[config.mk]
export PLATFORM = sky130hd
export DESIGN_NAME = jtag_dma_engine
export DESIGN_NICKNAME = d
export VERILOG_FILES = /design/src/rtl/jtag_dma_pkg.sv /design/src/rtl/dma_timeout_counter.sv /design/src/rtl/jtag_dma_engine.sv
export SDC_FILE = /design/constraint.sdc
export NUM_CORES = 1
export LEC_CHECK = 0
export CAP_MARGIN = 10
export CORE_MARGIN = 3
export CORE_UTILIZATION = 46
export CTS_CLUSTER_SIZE = 12
export DETAILED_ROUTE_END_ITERATION = 10
export GPL_TIMING_DRIVEN = 0
export PLACE_DENSITY = 0.92
export SYNTH_ARGS = -nofsm -noshare
export SYNTH_HDL_FRONTEND = slang
export SYNTH_SLANG_ARGS = --single-unit
[constraint.sdc]
create_clock -name clock -period 4.3 [get_ports clock]
set_clock_uncertainty 0.05 [all_clocks]
set_input_delay 1.29 -clock clock [delete_from_list [all_inputs] [get_ports clock]]
set_output_delay 1.29 -clock clock [all_outputs]
set_load 0.01 [all_outputs]
[src/rtl/jtag_dma_pkg.sv]
// rtl/jtag_dma_pkg.sv - shared FSM encoding and constants for the JTAG DMA engine
package jtag_dma_pkg;

    localparam int   BUS_TIMEOUT_DEFAULT = 255;
    localparam logic DIR_WRITE           = 1'b0;
    localparam logic DIR_READ            = 1'b1;

    typedef enum logic [2:0] {
        S_IDLE,
        S_REQUEST,
        S_BEGIN,
        S_W_FETCH,
        S_W_DRIVE,
        S_R_WAIT,
        S_END,
        S_ABORT
    } dma_state_t;

    // States in which the engine owns the bus and a bus error aborts it.
    function automatic logic is_bus_phase(input dma_state_t s);
        return (s == S_BEGIN) || (s == S_W_FETCH) || (s == S_W_DRIVE) || (s == S_R_WAIT);
    endfunction

endpackage

[src/rtl/dma_timeout_counter.sv]
// rtl/dma_timeout_counter.sv - reloadable down-counter that flags a stalled bus transaction
module dma_timeout_counter #(
    parameter int LOAD_VALUE = 255
) (
    input  logic i_clk,
    input  logic i_reset,
    input  logic i_load,
    input  logic i_enable,
    output logic o_expired
);

    localparam int W = $clog2(LOAD_VALUE + 1);

    logic [W-1:0] r_count;

    always_ff @(posedge i_clk) begin
        if (i_reset || i_load) begin
            r_count <= W'(LOAD_VALUE);
        end else if (i_enable && (r_count != '0)) begin
            r_count <= r_count - W'(1);
        end
    end

    assign o_expired = i_enable && (r_count == '0);

endmodule

[src/rtl/jtag_dma_engine.sv]
// rtl/jtag_dma_engine.sv - bus master executing JTAG chain-1 write/read bursts via the ping-pong buffer
module jtag_dma_engine
    import jtag_dma_pkg::*;
#(
    parameter int BUF_ADDR_W  = 9,
    parameter int BUS_TIMEOUT = BUS_TIMEOUT_DEFAULT
) (
    input  logic                  clock,
    input  logic                  reset,
    input  logic [31:0]           dma_address,
    input  logic [3:0]            dma_byte_enable,
    input  logic [7:0]            dma_burst_size,
    input  logic                  dma_data_ready,
    input  logic                  dma_readReady,
    output logic                  switch_ready,
    output logic                  dma_busy,
    output logic                  dma_error,
    output logic [BUF_ADDR_W-1:0] buf_address,
    output logic                  buf_writeEnable,
    output logic [31:0]           buf_dataIn,
    input  logic [31:0]           buf_dataOut,
    output logic                  request_transaction,
    input  logic                  transaction_granted,
    output logic                  begin_transaction_out,
    output logic [31:0]           address_data_out,
    output logic [3:0]            byte_enables_out,
    output logic [7:0]            burst_size_out,
    output logic                  read_n_write_out,
    output logic                  data_valid_out,
    output logic                  end_transaction_out,
    input  logic [31:0]           address_data_in,
    input  logic                  data_valid_in,
    input  logic                  busy_in,
    input  logic                  end_transaction_in,
    input  logic                  error_in
);

    dma_state_t  r_state;
    dma_state_t  w_next;
    logic [31:0] r_addr;
    logic [3:0]  r_be;
    logic [7:0]  r_burst;
    logic        r_dir;
    logic [7:0]  r_cnt;
    logic        r_full;
    logic        r_error;
    logic [31:0] r_wdata;
    logic        r_prev_fetch;

    logic        w_launch;
    logic        w_progress;
    logic        w_expired;
    logic        w_abort;
    logic        w_rd_write;
    logic        w_last_beat;
    logic [31:0] w_wdata;

    assign w_launch    = (r_state == S_IDLE) && (dma_data_ready || dma_readReady);
    assign w_progress  = transaction_granted || data_valid_in || !busy_in;
    assign w_last_beat = (r_cnt == r_burst);
    assign w_rd_write  = (r_state == S_R_WAIT) && data_valid_in && !r_full;
    // Buffer data arrives the cycle after W_FETCH; later stall cycles replay the held copy.
    assign w_wdata     = r_prev_fetch ? buf_dataOut : r_wdata;
    assign w_abort     = (is_bus_phase(r_state) && error_in) ||
                         (((r_state == S_REQUEST) || is_bus_phase(r_state)) && w_expired);

    dma_timeout_counter #(
        .LOAD_VALUE(BUS_TIMEOUT)
    ) u_timeout (
        .i_clk    (clock),
        .i_reset  (reset),
        .i_load   ((r_state == S_IDLE) || w_progress),
        .i_enable (r_state != S_IDLE),
        .o_expired(w_expired)
    );

    always_ff @(posedge clock) begin
        if (reset) begin
            r_state <= S_IDLE;
        end else begin
            r_state <= w_next;
        end
    end

    always_comb begin
        w_next = r_state;
        case (r_state)
            S_IDLE:    if (w_launch) w_next = S_REQUEST;
            S_REQUEST: if (transaction_granted) w_next = S_BEGIN;
            S_BEGIN:   w_next = (r_dir == DIR_READ) ? S_R_WAIT : S_W_FETCH;
            S_W_FETCH: w_next = S_W_DRIVE;
            S_W_DRIVE: if (!busy_in) w_next = w_last_beat ? S_END : S_W_FETCH;
            S_R_WAIT:  if (end_transaction_in) w_next = S_IDLE;
            S_END:     w_next = S_IDLE;
            S_ABORT:   w_next = S_IDLE;
            default:   w_next = S_IDLE;
        endcase
        if (w_abort) begin
            w_next = S_ABORT;
        end
    end

    always_comb begin
        switch_ready          = 1'b0;
        request_transaction   = 1'b0;
        begin_transaction_out = 1'b0;
        address_data_out      = '0;
        byte_enables_out      = '0;
        burst_size_out        = '0;
        read_n_write_out      = 1'b0;
        data_valid_out        = 1'b0;
        end_transaction_out   = 1'b0;
        buf_address           = '0;
        buf_writeEnable       = 1'b0;
        buf_dataIn            = '0;
        case (r_state)
            S_IDLE:    switch_ready = 1'b1;
            S_REQUEST: request_transaction = 1'b1;
            S_BEGIN: begin
                begin_transaction_out = 1'b1;
                address_data_out      = r_addr;
                byte_enables_out      = r_be;
                burst_size_out        = r_burst;
                read_n_write_out      = r_dir;
            end
            S_W_FETCH: buf_address = BUF_ADDR_W'(r_cnt);
            S_W_DRIVE: begin
                data_valid_out   = 1'b1;
                address_data_out = w_wdata;
            end
            S_R_WAIT: begin
                buf_address     = BUF_ADDR_W'(r_cnt);
                buf_writeEnable = w_rd_write;
                buf_dataIn      = w_rd_write ? address_data_in : '0;
            end
            S_END:     end_transaction_out = 1'b1;
            S_ABORT:   end_transaction_out = 1'b1;
            default:   ;
        endcase
    end

    assign dma_busy  = (r_state != S_IDLE);
    assign dma_error = r_error;

    always_ff @(posedge clock) begin
        if (reset) begin
            r_addr       <= '0;
            r_be         <= '0;
            r_burst      <= '0;
            r_dir        <= DIR_WRITE;
            r_cnt        <= '0;
            r_full       <= 1'b0;
            r_error      <= 1'b0;
            r_wdata      <= '0;
            r_prev_fetch <= 1'b0;
        end else begin
            r_prev_fetch <= (r_state == S_W_FETCH);
            if (w_launch) begin
                r_addr  <= dma_address;
                r_be    <= dma_byte_enable;
                r_burst <= dma_burst_size;
                r_dir   <= dma_data_ready ? DIR_WRITE : DIR_READ;
                r_cnt   <= '0;
                r_full  <= 1'b0;
                r_error <= 1'b0;
            end
            if (w_next == S_ABORT) begin
                r_error <= 1'b1;
            end
            if ((r_state == S_W_DRIVE) && r_prev_fetch) begin
                r_wdata <= buf_dataOut;
            end
            if ((r_state == S_W_DRIVE) && (w_next == S_W_FETCH)) begin
                r_cnt <= r_cnt + 8'd1;
            end
            // Once the last expected word lands, surplus read beats are dropped.
            if (w_rd_write) begin
                r_cnt <= r_cnt + 8'd1;
                if (w_last_beat) begin
                    r_full <= 1'b1;
                end
            end
        end
    end

endmodule

==> results of run 1 <==
[worst min-delay path, stage by stage, from the launching register on]
cell     delay [ns]
dfxtp_1        0.32
nand2_1        0.05
a21oi_1        0.05
[kinds of logic after synthesis]
logic type | share of synthesized area (%)
flip-flops | 39.6
other | 0.0749
AO/OA/AOI/OAI | 16.8
buffers and inverters | 4.90
AND/OR/NAND/NOR | 29.1
adder cells (fa/ha/maj) | 1.00
multiplexers | 6.63
XOR/XNOR | 1.93
[metal layers]
| layer | global-route usage, % | up-vias | share of wire, % |
|---|---|---|---|
| li1 | - | 2658 | - |
| met1 | 33.3 | 2425 | 42 |
| met2 | 45.9 | 202 | 50 |
| met3 | 5.13 | 21 | 6.6 |
| met4 | 7.56 | 0 | 1.7 |
| met5 | 0 | - | 0 |
[layout by cell type, fill, tap and decap left out, types with 2 or more instances in the layout]
cell type	count
a211oi_1	2
a21o_1	2
a21oi_1	89
a22oi_1	2
a31oi_1	2
and2_1	58
and3_1	2
buf_1	5
buf_2	9
buf_4	6
buf_6	2
clkbuf_1	22
clkbuf_2	10
clkbuf_8	9
clkdlybuf4s15_1	7
clkdlybuf4s50_1	176
clkinv_4	2
dfxtp_1	99
dlygate4sd2_1	19
ha_1	4
inv_1	6
inv_2	2
inv_8	2
mux2i_1	32
nand2_1	192
nand2b_1	5
nand3_1	4
nand4_1	11
nor2_1	18
nor2b_1	3
nor3_1	2
nor4_2	3
o211ai_1	2
o21ai_0	35
o22ai_1	7
or3_4	2
xnor2_1	11
[through the flow]
| step | hold slack (ns) | TNS, ns |
|---|---|---|
| 2_1_floorplan | 0.382 | 0 |
| 3_3_place_gp | 0.388 | -17.43 |
| 3_5_place_dp | 0.396 | -17.47 |
| 4_1_cts | 0.410 | 0 |
| 5_1_grt | 0.429 | -0.107 |
| 6_report | 0.408 | 0 |
[path summary, 6_finish.rpt]
check | endpoint | slack [ns] | cells past startpoint
max | buf_dataIn[11] | 0.06 | 7
min | r_be[1] | 0.41 | 2
max reg2reg | r_addr[18] | 2.08 | 6
min reg2reg | r_be[1] | 0.41 | 2
[power groups by stage]
stage / registers [mW] / clock network, mW / logic [mW]
4_1_cts: 1.15 / 0.599 / 1.02
3_5_place_dp: 1.17 / 0 / 1.02
6_report: 1.15 / 0.599 / 1.03
2_1_floorplan: 1.14 / 0 / 0.596
3_3_place_gp: 1.16 / 0 / 1.00
5_1_grt: 1.16 / 0.631 / 1.12
[flip-flops by register name, summed over array words and instances (netlist names), 3 cells and up]
| signal | count |
|---|---|
| r_wdata | 32 |
| r_cnt | 8 |
| r_addr | 32 |
| r_be | 4 |
| r_burst | 8 |
| r_state | 3 |
| u_timeout.r_count | 8 |
[layout make-up]
class                           count  area share (%)
Sequential cell                    99            26.6
Clock inverter                      7           0.976
Tap cell                          136            2.29
Timing Repair Buffer              210            27.4
Inverter                            9           0.488
Clock buffer                        9            1.67
Antenna cell                        1          0.0336
Multi-Input combinational cell    508            37.4
Buffer                             47            3.08
[synth_stat cells, types with 3 or more instances]
master	instances
a21oi_1	89
and2_1	58
buf_1	5
buf_2	10
buf_4	3
clkbuf_1	29
dfxtp_1	99
ha_1	4
inv_1	6
inv_2	3
mux2i_1	32
nand2_1	192
nand2b_1	5
nand3_1	4
nand4_1	11
nor2_1	18
nor2b_1	3
nor4_2	3
o21ai_0	35
o22ai_1	7
xnor2_1	11
[what timing repair did]
action | 4_1_cts | 5_1_grt
endpoints found under the hold margin | 0 | 0
resized for setup | 45 | 27
pin swaps | 1 | 0
buffers inserted | 1 | 0
setup endpoints to repair | 36 | 52
==> results.tsv, run 1 <==
metric	value	unit
outcome	finished, final reports clean	
FF-to-FF Start	r_state[1]	
top-area cell type share of the netlist area	39.6	%
Avg Inst Size Synth	7.54	sq um
final core utilization	71.1	%
Inst Count DP	1009	
CTS tree	yes	
Worst Path Max Fanout	10	
switching share of power	37.8	%
Max Cap Viol	0	
Routed Antenna Nets	0	
Post-Syn Instances	664	
initial antenna violation count	0	
leakage	2.73	nW
Internal Power	1.73	mW
Worst Setup SP	data_valid_in	
register area	1980	sq um
Slew Limit Fails	0	
largest net degree at the start of global routing	20	
Setup CP Type	primary input to output pin	
Die Ht	110	um
first-pass GRT wire length	25.3	mm
CP arrival	2.90	ns
period utilization	98.6	%
Final Hold Viols	0	
post-synth top area cell	dfxtp_1	
Max rail drop VDD	0.235	mV
layout cells sized above 1	6.86	%
Die ar.	12200	sq um
vias in the first global route	5110	
RSZ-0062 raised after global routing	true	
Slew @ Worst Pin	0.865	ns
synth unique cells	50	
clock-pin slew on the worst setup and hold paths	0.11	ns
register area share after synthesis	39.6	%
startpoint class of the critical path	primary input	
multi-input logic area	2780	sq um
clock power share	21.6	%
CTS Root Cell	clkbuf_8	
Num CTS Buffers	9	
DRT Wirelength	16.4	mm
synthesis-to-layout area growth	48.7	%
Tot Pwr	2.77	mW
Rel. slew slack	42.3	%
Setup crit end kind	output pin	
CTS Sinks	99	
H-tree lvl count	3	
Die Span X	110	um
CP Data Required Time	2.96	ns
hpwl dp	12.5	mm
core area	10500	sq um
DR DRC count	0	
placed cell areas	7270	sq um
final worst slack	0.0604	ns
row count	37	
hold buffer count at CTS	0	
Yosys warning total	0	
# setup viols final	0	
register share of total power	41.4	%
top post-synthesis cells by area	dfxtp_1, nand2_1, a21oi_1, and2_1, mux2i_1	
drt pass-1 iters	5	
# port buffers	209	
worst-skew pair later-pin latency	0.36	ns
total grt overflow	0	
Post-Layout Inst Area	7440	sq um
CP cell instances	clkdlybuf4s50_1 -> nand2_1 -> or3_4 -> inv_4 -> clkbuf_4 -> and2_1 -> dlygate4sd2_1	
Starting Density	47.8	%
clock buffer depth	2	
Vias/cell	5.17	
Top-Level Pins	211	
post-place setup slack	-0.717	ns
Async SR Flop Fraction	0	%
HP Class	register to register	
Syn Nets	785	
Slowest-stage cell, CP	clkdlybuf4s50_1	
DR iter-0 viols	395	
P_sw	1.05	mW
synthesized area	5000	sq um
crit-path leading delay family	buffers and inverters	
Post-synth EDFFs	0	
Fmax	0.236	GHz
Hold Startpoint	r_be[1]	
routed len/inst	16.0	um
Final Wtd Congestion	0.850	
vias post-DR	5306	
Final Non-Filler Cells	1026	
crit-path max cell delay	0.50	ns
minimum clock period	4.24	ns
nets@finish	1005	
Tot GR Track Use	26.4	%
Power per Cell Area	373	nW/um^2
power share of the combinational group	37.0	%
Seq cells post-synth	99	
Filler cells	862	
Synth Flop Type	dfxtp_1	
worst path bufs/invs	4	
(Power assumes the default switching activity.)
==> run 2: changes to the inputs <==
Settings changed: CAP_MARGIN 10 to unset.
==> results of run 2 <==
Final layout, timing and power as in run 1 (identical DEF).
==> run 3: changes to the inputs <==
==> constraint.sdc (replaced) <==
create_clock -name clock -period 4.3 [get_ports clock]
set_clock_uncertainty 0.05 [all_clocks]
set_input_delay 0.86 -clock clock [delete_from_list [all_inputs] [get_ports clock]]
set_output_delay 0.86 -clock clock [all_outputs]
set_load 0.01 [all_outputs]
==> run 3 against run 2 <==
Effect of this change:
- die area unchanged
- sequential share of layout area down 0.089 points
- cell area rose by 0.34%
- setup slack gained 0.20 ns
- power about the same
- utilization up 0.24 points
- register-to-register slack about the same
- sequential power hardly changed
- via count up 0.30%
- cell count hardly changed
- largest cell class unchanged
==> results.tsv, run 3 (same netlist as run 1, synthesis figures left out) <==
metric	value	unit	change
Worst Hold Path EP	r_be[1]		
layout cells sized above 1	5.29	%	-1.6 points
Tot GR Track Use	26.3	%	-0.086 points
total grt overflow	0		unchanged
most common cell after layout, fill and taps aside	clkdlybuf4s50_1		
Power per Cell Area	372	nW/um^2	-0.37%
crit-path leading delay family	buffers and inverters		
worst-skew pair later-pin latency	0.36	ns	about the same
Num CTS Buffers	9		unchanged
Crit path top cell by count	clkdlybuf4s50_1		
Setup CP Type	primary input to output pin		
capture point of the worst reg-to-reg path	r_addr[18]		
Filler cells	857		-0.58%
CTS Sinks	99		unchanged
crit-path max cell delay	0.62	ns	+0.12 ns
DRT Wirelength	16.3	mm	-0.39%
Slew Limit Fails	0		unchanged
HP Class	register to register		
startpoint class of the critical path	primary input		
Rel. slew slack	42.1	%	-0.25 points
initial antenna violation count	0		unchanged
Max Cap Viol	0		unchanged
wire length on met2	8.12	mm	-0.20%
core area	10500	sq um	unchanged
Vias/cell	5.19		+0.40%
Hold Startpoint	r_be[1]		
DR DRC count	0		unchanged
leakage	2.60	nW	-4.8%
clock buffer depth	2		unchanged
FF-to-FF Start	r_state[1]		
DR iter-0 viols	364		-7.8%
Starting Density	47.8	%	unchanged
first-pass GRT wire length	25.2	mm	-0.30%
met3 wire length	1.15	mm	+5.5%
worst path bufs/invs	5		+1
H-tree lvl count	3		unchanged
routed len/inst	15.9	um	-0.29%
Slew @ Worst Pin	0.869	ns	+0.00374 ns
Die Span X	110	um	unchanged
Highest Signal Layer	met4		
vias post-DR	5322		+0.30%
Worst Path Max Fanout	10		unchanged
synthesis-to-layout area growth	49.2	%	
CP Data Required Time	3.39	ns	+0.43 ns
row count	37		unchanged
minimum clock period	4.04	ns	-0.204 ns
Die ar.	12200	sq um	unchanged
CTS tree	yes		
vias in the first global route	5086		-0.47%
clock-pin slew on the worst setup and hold paths	0.10	ns	about the same
RSZ-0062 raised after global routing	false		
Worst Setup SP	data_valid_in		
most frequent cells in the layout	clkdlybuf4s50_1, nand2_1, dfxtp_1, a21oi_1, and2_1		
Max rail drop VDD	0.235	mV	+0.33%
# setup viols final	0		unchanged
Slowest-stage cell, CP	clkdlybuf4s50_1		
CTS Root Cell	clkbuf_8		
Final Hold Viols	0		unchanged
Register-to-Register Path Depth	6		unchanged
Top-Level Pins	211		unchanged
hpwl dp	12.5	mm	unchanged
CP cell instances	clkdlybuf4s50_1 -> nand2_1 -> or3_1 -> clkbuf_1 -> inv_2 -> clkbuf_2 -> and2_1 -> clkdlybuf4s50_1		
Hold Slack	0.409	ns	+0.00139 ns
Fmax	0.248	GHz	+5.1%
Setup crit end kind	output pin		
Post-Layout Inst Area	7460	sq um	+0.34%
Antenna Cells	0		-1
# port buffers	209		unchanged
CP arrival	3.13	ns	+0.23 ns
outcome	finished, final reports clean		
largest net degree at the start of global routing	20		unchanged
Die Ht	110	um	unchanged
drt pass-1 iters	5		unchanged
Hold Path Depth	2		unchanged
worst reg-to-reg setup slack	2.08	ns	about the same
Largest regs	r_addr x32, r_wdata x32		
Metal-1 WL	6.79	mm	-1.2%
setup_tns	0	ns	unchanged
Routed Antenna Nets	0		unchanged
nets@finish	1005		unchanged
period utilization	93.8	%	-4.8 points
placed cell areas	7270	sq um	unchanged
setup bufs post-CTS	0		-1
Final Wtd Congestion	0.850		unchanged
-- run 3: cell types whose count changed in the layout (fill, tap and decap cells not counted), sizes merged --
cell	before	now
buf	22	19
clkbuf	42	38
clkdlybuf4s15	7	0
diode	1	0
dlygate4sd2	19	0
clkdlybuf4s50	176	209
-- run 3: where the power goes --
part           internal [mW]  switching, mW  total [mW]  leakage, nW
Combinational          0.443          0.583        1.03         1.70
Sequential              1.06         0.0919        1.15        0.806
Clock                  0.228          0.370       0.598       0.0966
Total                   1.73           1.05        2.77         2.60
-- run 3: area by class of cell --
| type | instances | area, sq um | area share, % |
|---|---|---|---|
| tap | 136 | 170 | 2.28 |
| multi-input combinational | 508 | 2780 | 37.2 |
| sequential | 99 | 1980 | 26.6 |
| inverter | 9 | 33.8 | 0.453 |
| clock inverter | 7 | 72.6 | 0.972 |
| clock buffer | 9 | 124 | 1.66 |
| buffer | 48 | 213 | 2.85 |
| timing repair buffer | 209 | 2090 | 28.0 |
-- run 3: repair_timing --
item                       4_1_cts  5_1_grt
hold buffers                     0        0
gates resized for setup          0        2
setup endpoints to repair        0        1
-- run 3: stage by stage --
| step | utilization (%) | setup slack [ns] | std cells | power (mW) |
|---|---|---|---|---|
| 6_report | 71.3 | 0.265 | 1025 | 2.77 |
| 5_1_grt | 71.3 | 0.118 | 1025 | 2.92 |
| 4_1_cts | 71.3 | 0.137 | 1025 | 2.77 |
| 3_5_place_dp | 69.4 | 0.143 | 1009 | 2.19 |
| 3_3_place_gp | 69.4 | 0.218 | 1009 | 2.16 |
| 2_1_floorplan | - | 1.53 | 664 | 1.74 |
-- run 3: worst max-delay path by stage --
stage                           to  slack, ns  depth (start not counted)
floorplan           buf_dataIn[10]       1.53                          6
global placement    buf_dataIn[21]       0.22                          8
detailed placement  buf_dataIn[21]       0.14                          8
CTS                 buf_dataIn[21]       0.14                          8
global route         buf_dataIn[3]       0.12                          8
finish              buf_dataIn[21]       0.26                          8
-- run 3: per-layer routing --
layer / global-route usage [%] / vias up
li1: - / 2657
met1: 33.6 / 2436
met2: 46.0 / 210
met3: 4.66 / 19
met4: 6.86 / 0
met5: 0 / -
-- run 3: worst min-delay path: cells and delay by family, from the launching register on --
family | cells | cell delay (ns)
AND/OR/NAND/NOR | 1 | 0.05
flip-flops | 1 | 0.32
AO/OA/AOI/OAI | 1 | 0.05
